$ cat config.mk
export PLATFORM = sky130hd
export DESIGN_NAME = basic_op_server
export DESIGN_NICKNAME = d
export VERILOG_FILES = /design/src/rtl/basic_op_server_pkg.sv /design/src/rtl/basic_op_server_alu.sv /design/src/rtl/basic_op_server.sv
export SDC_FILE = /design/constraint.sdc
export NUM_CORES = 1
export LEC_CHECK = 0
export ABC_CLOCK_PERIOD_IN_PS = 10200
export BUFFER_PORTS_ARGS = -buffer_cell sky130_fd_sc_hd__buf_2
export CAP_MARGIN = 30
export CORE_MARGIN = 3
export CORE_UTILIZATION = 40
export DETAILED_ROUTE_END_ITERATION = 6
export HOLD_SLACK_MARGIN = 0.05
export PLACE_DENSITY = 0.67
export SYNTH_ARGS = -nofsm -noshare
export SYNTH_HDL_FRONTEND = slang
export SYNTH_SLANG_ARGS = --single-unit
$ cat constraint.sdc
create_clock -name clock -period 10.2 [get_ports clock]
set_input_delay 2.04 -clock clock [delete_from_list [all_inputs] [get_ports clock]]
set_output_delay 2.04 -clock clock [all_outputs]
set_load 0.01 [all_outputs]
$ cat src/rtl/basic_op_server_pkg.sv
// rtl/basic_op_server_pkg.sv - opcodes, saturation limits and clamp helpers for the shared basic-op unit
package basic_op_server_pkg;

    localparam logic [2:0] OP_ADD    = 3'd0;
    localparam logic [2:0] OP_SUB    = 3'd1;
    localparam logic [2:0] OP_L_ADD  = 3'd2;
    localparam logic [2:0] OP_L_SUB  = 3'd3;
    localparam logic [2:0] OP_MULT   = 3'd4;
    localparam logic [2:0] OP_L_MULT = 3'd5;
    localparam logic [2:0] OP_NEGATE = 3'd6;

    localparam logic [31:0] MAX_16 = 32'h0000_7FFF;
    localparam logic [31:0] MIN_16 = 32'hFFFF_8000;
    localparam logic [31:0] MAX_32 = 32'h7FFF_FFFF;
    localparam logic [31:0] MIN_32 = 32'h8000_0000;

    typedef enum logic {ST_IDLE, ST_SERVE} state_t;

    typedef struct packed {
        logic        ovf;
        logic [31:0] val;
    } alu_out_t;

    // 16-bit results are returned sign-extended to 32 bits
    function automatic alu_out_t sat16(input logic signed [32:0] v);
        alu_out_t r;
        if (v > 33'sd32767)
            r = '{ovf: 1'b1, val: MAX_16};
        else if (v < -33'sd32768)
            r = '{ovf: 1'b1, val: MIN_16};
        else
            r = '{ovf: 1'b0, val: v[31:0]};
        return r;
    endfunction

    // 33-bit value from a 32-bit add/sub or a doubled product; bits 32/31 disagree on overflow
    function automatic alu_out_t sat32(input logic signed [32:0] v);
        alu_out_t r;
        if (v[32] != v[31])
            r = '{ovf: 1'b1, val: (v[32] ? MIN_32 : MAX_32)};
        else
            r = '{ovf: 1'b0, val: v[31:0]};
        return r;
    endfunction

endpackage

$ cat src/rtl/basic_op_server_alu.sv
// rtl/basic_op_server_alu.sv - combinational G.729 saturating basic-op datapath
module basic_op_server_alu
    import basic_op_server_pkg::*;
(
    input  logic [2:0]  op,
    input  logic [31:0] a,
    input  logic [31:0] b,
    output logic [31:0] res,
    output logic        ovf
);

    logic signed [32:0] a16x, b16x, a32x, b32x;
    logic signed [31:0] pa, pb, prod, prod_sh;
    alu_out_t           r;

    always_comb begin
        a16x    = {{17{a[15]}}, a[15:0]};
        b16x    = {{17{b[15]}}, b[15:0]};
        a32x    = {a[31], a};
        b32x    = {b[31], b};
        pa      = {{16{a[15]}}, a[15:0]};
        pb      = {{16{b[15]}}, b[15:0]};
        prod    = pa * pb;
        prod_sh = prod >>> 15;
        case (op)
            OP_ADD:    r = sat16(a16x + b16x);
            OP_SUB:    r = sat16(a16x - b16x);
            OP_L_ADD:  r = sat32(a32x + b32x);
            OP_L_SUB:  r = sat32(a32x - b32x);
            OP_MULT:   r = sat16({prod_sh[31], prod_sh});
            OP_L_MULT: r = sat32({prod, 1'b0});
            OP_NEGATE: r = sat16(33'sd0 - a16x);
            default:   r = '0;
        endcase
        res = r.val;
        ovf = r.ovf;
    end

endmodule

$ cat src/rtl/basic_op_server.sv
// rtl/basic_op_server.sv - round-robin arbiter sharing one saturating basic-op unit among N clients
module basic_op_server
    import basic_op_server_pkg::*;
#(
    parameter int N     = 4,
    parameter int PTR_W = 2
) (
    input  logic              clock,
    input  logic              reset,
    input  logic [N-1:0]      req,
    input  logic [3*N-1:0]    op,
    input  logic [32*N-1:0]   opa,
    input  logic [32*N-1:0]   opb,
    output logic [N-1:0]      grant,
    output logic [31:0]       result,
    output logic [N-1:0]      rvalid,
    output logic              ovf,
    output logic              ovf_stky
);

    state_t             state, state_n;
    logic [N-1:0]       grant_n;
    logic [PTR_W-1:0]   ptr, ptr_n, own, own_n, pick;
    logic               found, fire;
    logic [2:0]         cur_op;
    logic [31:0]        cur_a, cur_b, alu_res;
    logic               alu_ovf;

    function automatic logic [PTR_W-1:0] wrap_add(input logic [PTR_W-1:0] base, input int k);
        int s;
        s = int'(base) + k;
        if (s >= N)
            s = s - N;
        return PTR_W'(s);
    endfunction

    // Scan from the farthest offset down so the requester nearest ptr wins
    always_comb begin
        found = 1'b0;
        pick  = ptr;
        for (int k = N - 1; k >= 0; k--) begin
            if (req[wrap_add(ptr, k)]) begin
                found = 1'b1;
                pick  = wrap_add(ptr, k);
            end
        end
    end

    always_comb begin
        cur_op = op[int'(own) * 3 +: 3];
        cur_a  = opa[int'(own) * 32 +: 32];
        cur_b  = opb[int'(own) * 32 +: 32];
    end

    basic_op_server_alu u_alu (
        .op  (cur_op),
        .a   (cur_a),
        .b   (cur_b),
        .res (alu_res),
        .ovf (alu_ovf)
    );

    always_comb begin
        state_n = state;
        grant_n = grant;
        own_n   = own;
        ptr_n   = ptr;
        fire    = 1'b0;
        case (state)
            ST_IDLE: begin
                if (found) begin
                    grant_n       = '0;
                    grant_n[pick] = 1'b1;
                    own_n         = pick;
                    state_n       = ST_SERVE;
                end
            end
            ST_SERVE: begin
                if (req[own]) begin
                    fire = 1'b1;
                end else begin
                    grant_n = '0;
                    ptr_n   = wrap_add(own, 1);
                    state_n = ST_IDLE;
                end
            end
            default: state_n = ST_IDLE;
        endcase
    end

    always_ff @(posedge clock) begin
        if (reset) begin
            state    <= ST_IDLE;
            grant    <= '0;
            own      <= '0;
            ptr      <= '0;
            result   <= '0;
            rvalid   <= '0;
            ovf      <= 1'b0;
            ovf_stky <= 1'b0;
        end else begin
            state  <= state_n;
            grant  <= grant_n;
            own    <= own_n;
            ptr    <= ptr_n;
            rvalid <= '0;
            ovf    <= 1'b0;
            if (fire) begin
                result      <= alu_res;
                rvalid[own] <= 1'b1;
                ovf         <= alu_ovf;
                ovf_stky    <= ovf_stky | alu_ovf;
            end
        end
    end

endmodule
==> out/qor.csv, run 1 <==
stage;metric;value;unit
status;outcome;finished clean;
routing;routedWlPerCell;22.5;µm
yosys;synth_edf_count;0;
yosys;async_flop_share;0;%
clock_network;htree_num_levels;2;
critical_path;worstPathArrival;10060;ps
grt;grt_start_max_net_pins;41;
critical_path;path_max_fanout;16;
yosys;ys_seq_area_share;4.80;%
yosys;synth-seq-cells;47;
yosys;dominantRegCellSynth;dfxtp_1;
clock_network;clk_path_buf_depth;2;
critical_path;cp.required;10410;ps
cells_and_area;drive_gt1_share;22.8;%
timing;period_share;96.5;%
placement;dp_hpwl;66900;µm
die;core;0.0481;mm²
routing;first_iter_violations;1910;
critical_path;end_kind;flop;
die;rows;80;
die;design.die.area;0.0517;mm²
grt;grt_pass1_wl;115000;µm
yosys;synth_nets;3125;
clock_network;clkLatencyLatePin;310;ps
timing;timing.fmax;0.102;GHz
cells_and_area;layout_common_cells;inv_1, buf_2, fa_1, nand2_1, nor2_1;
grt;grt.total_usage;29.5;%
yosys;synth_top_cell_area_share;26.9;%
timing;clock_skew;5.01;ps
die;start_util;40.8;%
clock_network;cts_buffers;5;
yosys;synth_cell_type_count;101;
cells_and_area;syn_to_final_growth;17.7;%
timing;fin_crit;9850;ps
timing;final_hold_viol_count;0;
grt;antenna_found_initial;3;
die;die_h;227;µm
critical_path;path_class;in2reg;
cells_and_area;final_nets;3504;
worst_hold_path;holdPathEnd;ovf_stky;
cells_and_area;final_common_cell;inv_1;
routing;dr.pass1.iters;6;
worst_hold_path;hp-class;reg2reg;
timing;slew_headroom;35.7;%
placement;gp_congestion;1.01;
clock_network;clock-root-buffer;clkbuf_16;
routing;drt_wl_total;78000;µm
routing;via_count;19600;
clock_network;clk_pin_slew;80;ps
critical_path;r2r-end;result[30];
yosys;synth_area_per_cell;8.09;µm²
die;die_x;227;µm
grt;overflow;0;
routing;ant_nets;0;
grt;grt_pass1_vias;19700;
routing;drcViolationCount;0;
die;ios;316;
yosys;yosys_warnings;0;
timing;tightest_slew;965;ps
placement;dp_cells;3451;
critical_path;r2r-start;own[0];
clock_network;clock-sinks;47;
critical_path;ff2ff_path_depth;29;
critical_path;cp-start-kind;input pin;
critical_path;r2r_slack;1120;ps
clock_network;hold_buffers;0;
timing;slew_violations;0;
yosys;synthesis.area;0.0196;mm²
timing;setup_viol;0;
critical_path;cpPeakStageDelay;590;ps
cells_and_area;fillers;4701;
worst_hold_path;hold_start;ovf_stky;
clock_network;tritoncts;done;
critical_path;slowest_stage;fa_1;
critical_path;path_common_cell;fa_1;
timing;grt_setup_unrepaired;no;
timing;holdWs;471;ps
yosys;syn_inst;2425;
flow_run;cap_violations;0;
cells_and_area;final_cells;3462;
worst_hold_path;hold_depth;1;
yosys;yosys-top-cells-area;fa_1, ha_1, inv_1;
yosys;yosys.area.top_type;fa_1;
routing;viasPerCell;5.67;
placement;port_buffers;315;
==> cell type report <==
type                    count  area (µm²)  area share [%]
inverters                 428        1610            6.97
multi-input cells        1833       16600            71.8
diodes                      1        2.50          0.0108
repair buffers            489        2960            12.8
clock inverters             3        45.0           0.195
clock buffers               5         125           0.542
well taps                 656         821            3.55
flip-flops and latches     47         948            4.11
==> cell families after synthesis <==
kind of cell               count (synthesis)  share of synthesized area, %
AOI/OAI and AO/OA                        545                          19.0
and+or+nand+nor                          671                          15.8
xor gates and xnor gates                  92                          4.11
DFF                                       47                          4.79
adders and majority gates                426                          37.3
muxes                                     99                          8.21
buffers and inverters                    545                          10.8
==> sequential cells by signal (all words and copies together), names as in the netlist <==
name      cells
ovf_stky      1
result       32
ptr           2
ovf           1
rvalid        4
grant         4
state         1
own           2
==> worst max-delay path: cells and delay by family <==
family,cells,cell delay [ps]
mux,2,590
xor+xnor,1,230
buf+inv,8,1040
simple gates,4,1160
compound gates,7,1600
fa+ha+maj,7,3370
==> timing repair <==
action	CTS	global route
resized for setup	0	6
endpoints found under the setup margin	0	34
buffers inserted	0	2
==> synthesized netlist by cell type, types with 7 or more instances <==
library cell	number
inv_1	415
fa_1	264
nand2_1	235
nor2_1	229
a21oi_1	174
ha_1	162
o21ai_0	89
xnor2_1	74
clkbuf_1	71
dfxtp_1	47
mux4_2	46
nor3_1	42
nand2b_1	31
buf_2	30
mux2i_1	30
a21o_1	29
nand3_1	22
nor2b_1	19
o21a_1	19
o21bai_1	18
xor2_1	18
a31oi_1	16
mux2_2	16
o211ai_1	16
o21ai_1	16
a211oi_1	15
nand4_1	14
and3_1	13
a22oi_1	12
a221oi_1	11
o31ai_1	11
and2_1	10
a2111oi_0	8
a211o_1	8
and4_1	8
inv_2	8
or3_1	8
a311oi_2	7
buf_1	7
o22ai_1	7
==> routing by layer <==
metal | wire length [µm] | vias to the layer above | track usage [%]
met5 | 13 | - | 0
met4 | 2920 | 2 | 9.64
met3 | 8000 | 146 | 8.65
met2 | 34600 | 987 | 46.1
met1 | 32500 | 9662 | 39.5
li1 | - | 8836 | -
==> metrics by stage <==
| stage | util, % | cell area, µm² | setup TNS (ps) | setup slack [ps] |
|---|---|---|---|---|
| final | 48.0 | 23100 | 0 | 354 |
| after global routing | 48.0 | 23100 | 0 | 6.19 |
| after CTS | 47.8 | 23000 | 0 | 100 |
| after detailed placement | 47.5 | 22900 | -4110 | -205 |
| after global placement | 47.5 | 22900 | -1970 | -123 |
| after floorplan | - | 19600 | 0 | 2.56 |
==> worst max path at each step <==
stage | from | to | slack [ps]
6_report | opb[35] | result[30] | 350
5_1_grt | opa[97] | result[28] | 6
4_1_cts | opb[35] | result[3] | 100
3_5_place_dp | opb[35] | result[3] | -210
3_3_place_gp | opb[35] | ovf_stky | -120
2_1_floorplan | opb[34] | result[3] | 3
Power of run 1 is not shown: default switching activity piles up to over one toggle a cycle in this logic, so the estimate is an artifact.
==> inputs of run 2 (changes only) <==
--- a/config.mk
+++ b/config.mk
@@ -15,4 +15,5 @@
 export PLACE_DENSITY = 0.67
 export SYNTH_ARGS = -nofsm -noshare
 export SYNTH_HDL_FRONTEND = slang
+export SYNTH_HIERARCHICAL = 1
 export SYNTH_SLANG_ARGS = --single-unit
==> out/qor.csv, run 2 <==
stage;metric;value;unit;change
timing;setup_tns;0;ps;unchanged
timing;slew_violations;0;;unchanged
critical_path;cpPeakStageDelay;650;ps;+60 ps
routing;drt_wl_total;66300;µm;-15%
yosys;ys_seq_area_share;4.92;%;+0.12 points
yosys;synth_area_per_cell;8.23;µm²;+1.7%
grt;overflow;0;;unchanged
critical_path;path_class;in2reg;;
timing;final_hold_viol_count;0;;unchanged
routing;drcViolationCount;0;;unchanged
timing;timing.fmax;0.101;GHz;-0.18%
timing;fin_crit;9860;ps;+18.1 ps
routing;first_iter_violations;1605;;-16%
timing;tightest_slew;992;ps;+27.0 ps
critical_path;worstPathArrival;10010;ps;-50 ps
yosys;yosys_warnings;6;;+6
yosys;synth_cell_type_count;88;;-13%
clock_network;hold_buffers;0;;unchanged
yosys;synth_nets;3025;;-3.2%
routing;viasPerCell;5.65;;-0.28%
cells_and_area;reg.largest.list;result: 32 flops, grant: 4 flops, rvalid: 4 flops;;
yosys;syn_inst;2325;;-4.1%
die;ios;316;;unchanged
clock_network;clock-root-buffer;clkbuf_16;;
worst_hold_path;hold_depth;2;;+1
timing;setup_viol;0;;unchanged
die;die_h;225;µm;-1.2%
die;start_util;40.8;%;+0.081 points
clock_network;cts_buffers;5;;unchanged
routing;routedWlPerCell;20.4;µm;-9.5%
yosys;dominantRegCellSynth;dfxtp_1;;
yosys;synth-seq-cells;47;;unchanged
yosys;synth_edf_count;0;;unchanged
cells_and_area;layout_common_cells;inv_1, buf_2, fa_1, nand2_1;;
grt;antenna_found_initial;1;;-2
yosys;synth_top_cell_area_share;27.6;%;+0.69 points
yosys;synth_common_cells;inv_1, fa_1, nand2_1, ha_1, a21oi_1;;
yosys;async_flop_share;0;%;unchanged
routing;ant_nets;0;;unchanged
timing;grt_setup_unrepaired;no;;
die;die_x;225;µm;-1.2%
die;rows;79;;-1.3%
die;design.die.area;0.0505;mm²;-2.4%
clock_network;clk_path_buf_depth;2;;unchanged
cells_and_area;drive_gt1_share;21.1;%;-1.7 points
placement;gp_congestion;0.989;;-1.6%
cells_and_area;diodes;0;;-1
cells_and_area;final_common_cell;inv_1;;
yosys;yosys.area.top_type;fa_1;;
status;outcome;finished clean;;
cells_and_area;syn_to_final_growth;15.6;%;
critical_path;ff2ff_path_depth;30;;+3.4%
cells_and_area;largest_reg_flops;32;;unchanged
clock_network;clock-sinks;47;;unchanged
critical_path;path_max_fanout;12;;-4
cells_and_area;fillers;4673;;-0.60%
critical_path;path_common_cell;fa_1;;
grt;grt.total_usage;25.6;%;-4.0 points
placement;dp_hpwl;56000;µm;-16%
critical_path;cp.required;10340;ps;-70 ps
critical_path;end_kind;flop;;
clock_network;clkLatencyLatePin;290;ps;-20 ps
clock_network;tritoncts;done;;
critical_path;slowest_stage;fa_2;;
grt;grt_pass1_wl;102000;µm;-11%
placement;port_buffers;315;;unchanged
grt;grt_pass1_vias;18700;;-5.4%
critical_path;cp-start-kind;input pin;;
routing;via_count;18400;;-6.4%
yosys;yosys-top-cells-area;fa_1, ha_1, mux4_2;;
timing;clock_skew;4.52;ps;-0.488 ps
clock_network;htree_num_levels;2;;unchanged
cells_and_area;final_nets;3340;;-4.7%
timing;slew_headroom;33.6;%;-2.0 points
flow_run;cap_violations;0;;unchanged
clock_network;clk_pin_slew;70;ps;about the same
timing;period_share;96.7;%;+0.18 points
die;core;0.0469;mm²;-2.7%
worst_hold_path;hp-class;reg2reg;;
cells_and_area;largest-register;result;;
grt;grt_start_max_net_pins;44;;+7.3%
yosys;synthesis.area;0.0191;mm²;-2.5%
routing;dr.pass1.iters;6;;unchanged
yosys;synth_most_common_cell;inv_1;;
## run 2: layer usage
layer  routed length, µm  vias up  GRT usage, %  share of wire (%)
met5                   0        -             0                  0
met3                5700      106          4.23                8.6
met1               28600     9088          36.5                 43
met2               30400      831          40.8                 46
li1                    -     8342             -                  -
met4                1560        0          6.23                2.4
## run 2: metrics by stage
stage,cells,util (%),cell area [µm²],hold slack [ps],setup slack (ps)
after floorplan,2325,-,19100,476,86.5
after global placement,3235,46.7,21900,444,185
after detailed placement,3238,46.8,21900,446,109
after CTS,3246,47.1,22100,456,395
after global routing,3248,47.2,22100,473,6.60
final,3248,47.2,22100,456,336
## run 2: path summary, 6_finish.rpt
check        startpoint         end  slack (ps)
max reg2reg      own[0]  result[10]        1030
min           result[8]   result[8]         460
max             opb[97]   result[7]         340
min reg2reg   result[8]   result[8]         460
## run 2: cells by family (layout without fill, tap and decap cells)
family,after synthesis,in the layout,share of synthesized area (%)
buffers and inverters,504,819,10.3
AOI/OAI and AO/OA,460,460,15.6
muxes,75,76,8.38
xor gates and xnor gates,98,98,4.49
and+or+nand+nor,715,715,18.1
DFF,47,47,4.92
adders and majority gates,426,426,38.2
## run 2: what timing repair did
item,in CTS,in global routing
setup buffers,0,1
setup endpoints to repair,0,13
resized for setup,0,4
## run 2: critical path: cells and delay by family
| family | cells | cell delay (ps) |
|---|---|---|
| adders and majority gates | 7 | 3430 |
| buffers and inverters | 8 | 1000 |
| and+or+nand+nor | 7 | 1420 |
| AOI/OAI and AO/OA | 7 | 1470 |
| muxes | 1 | 630 |
## run 2: layout make-up
type	instances	area (µm²)	area share [%]
sequential	47	948	4.29
multi-input combinational	1775	16300	73.6
timing repair buffer	442	2600	11.8
inverter	369	1390	6.26
clock inverter	3	27.5	0.124
clock buffer	5	125	0.566
tap	607	759	3.43
Power of run 2 is left out for the same reason.
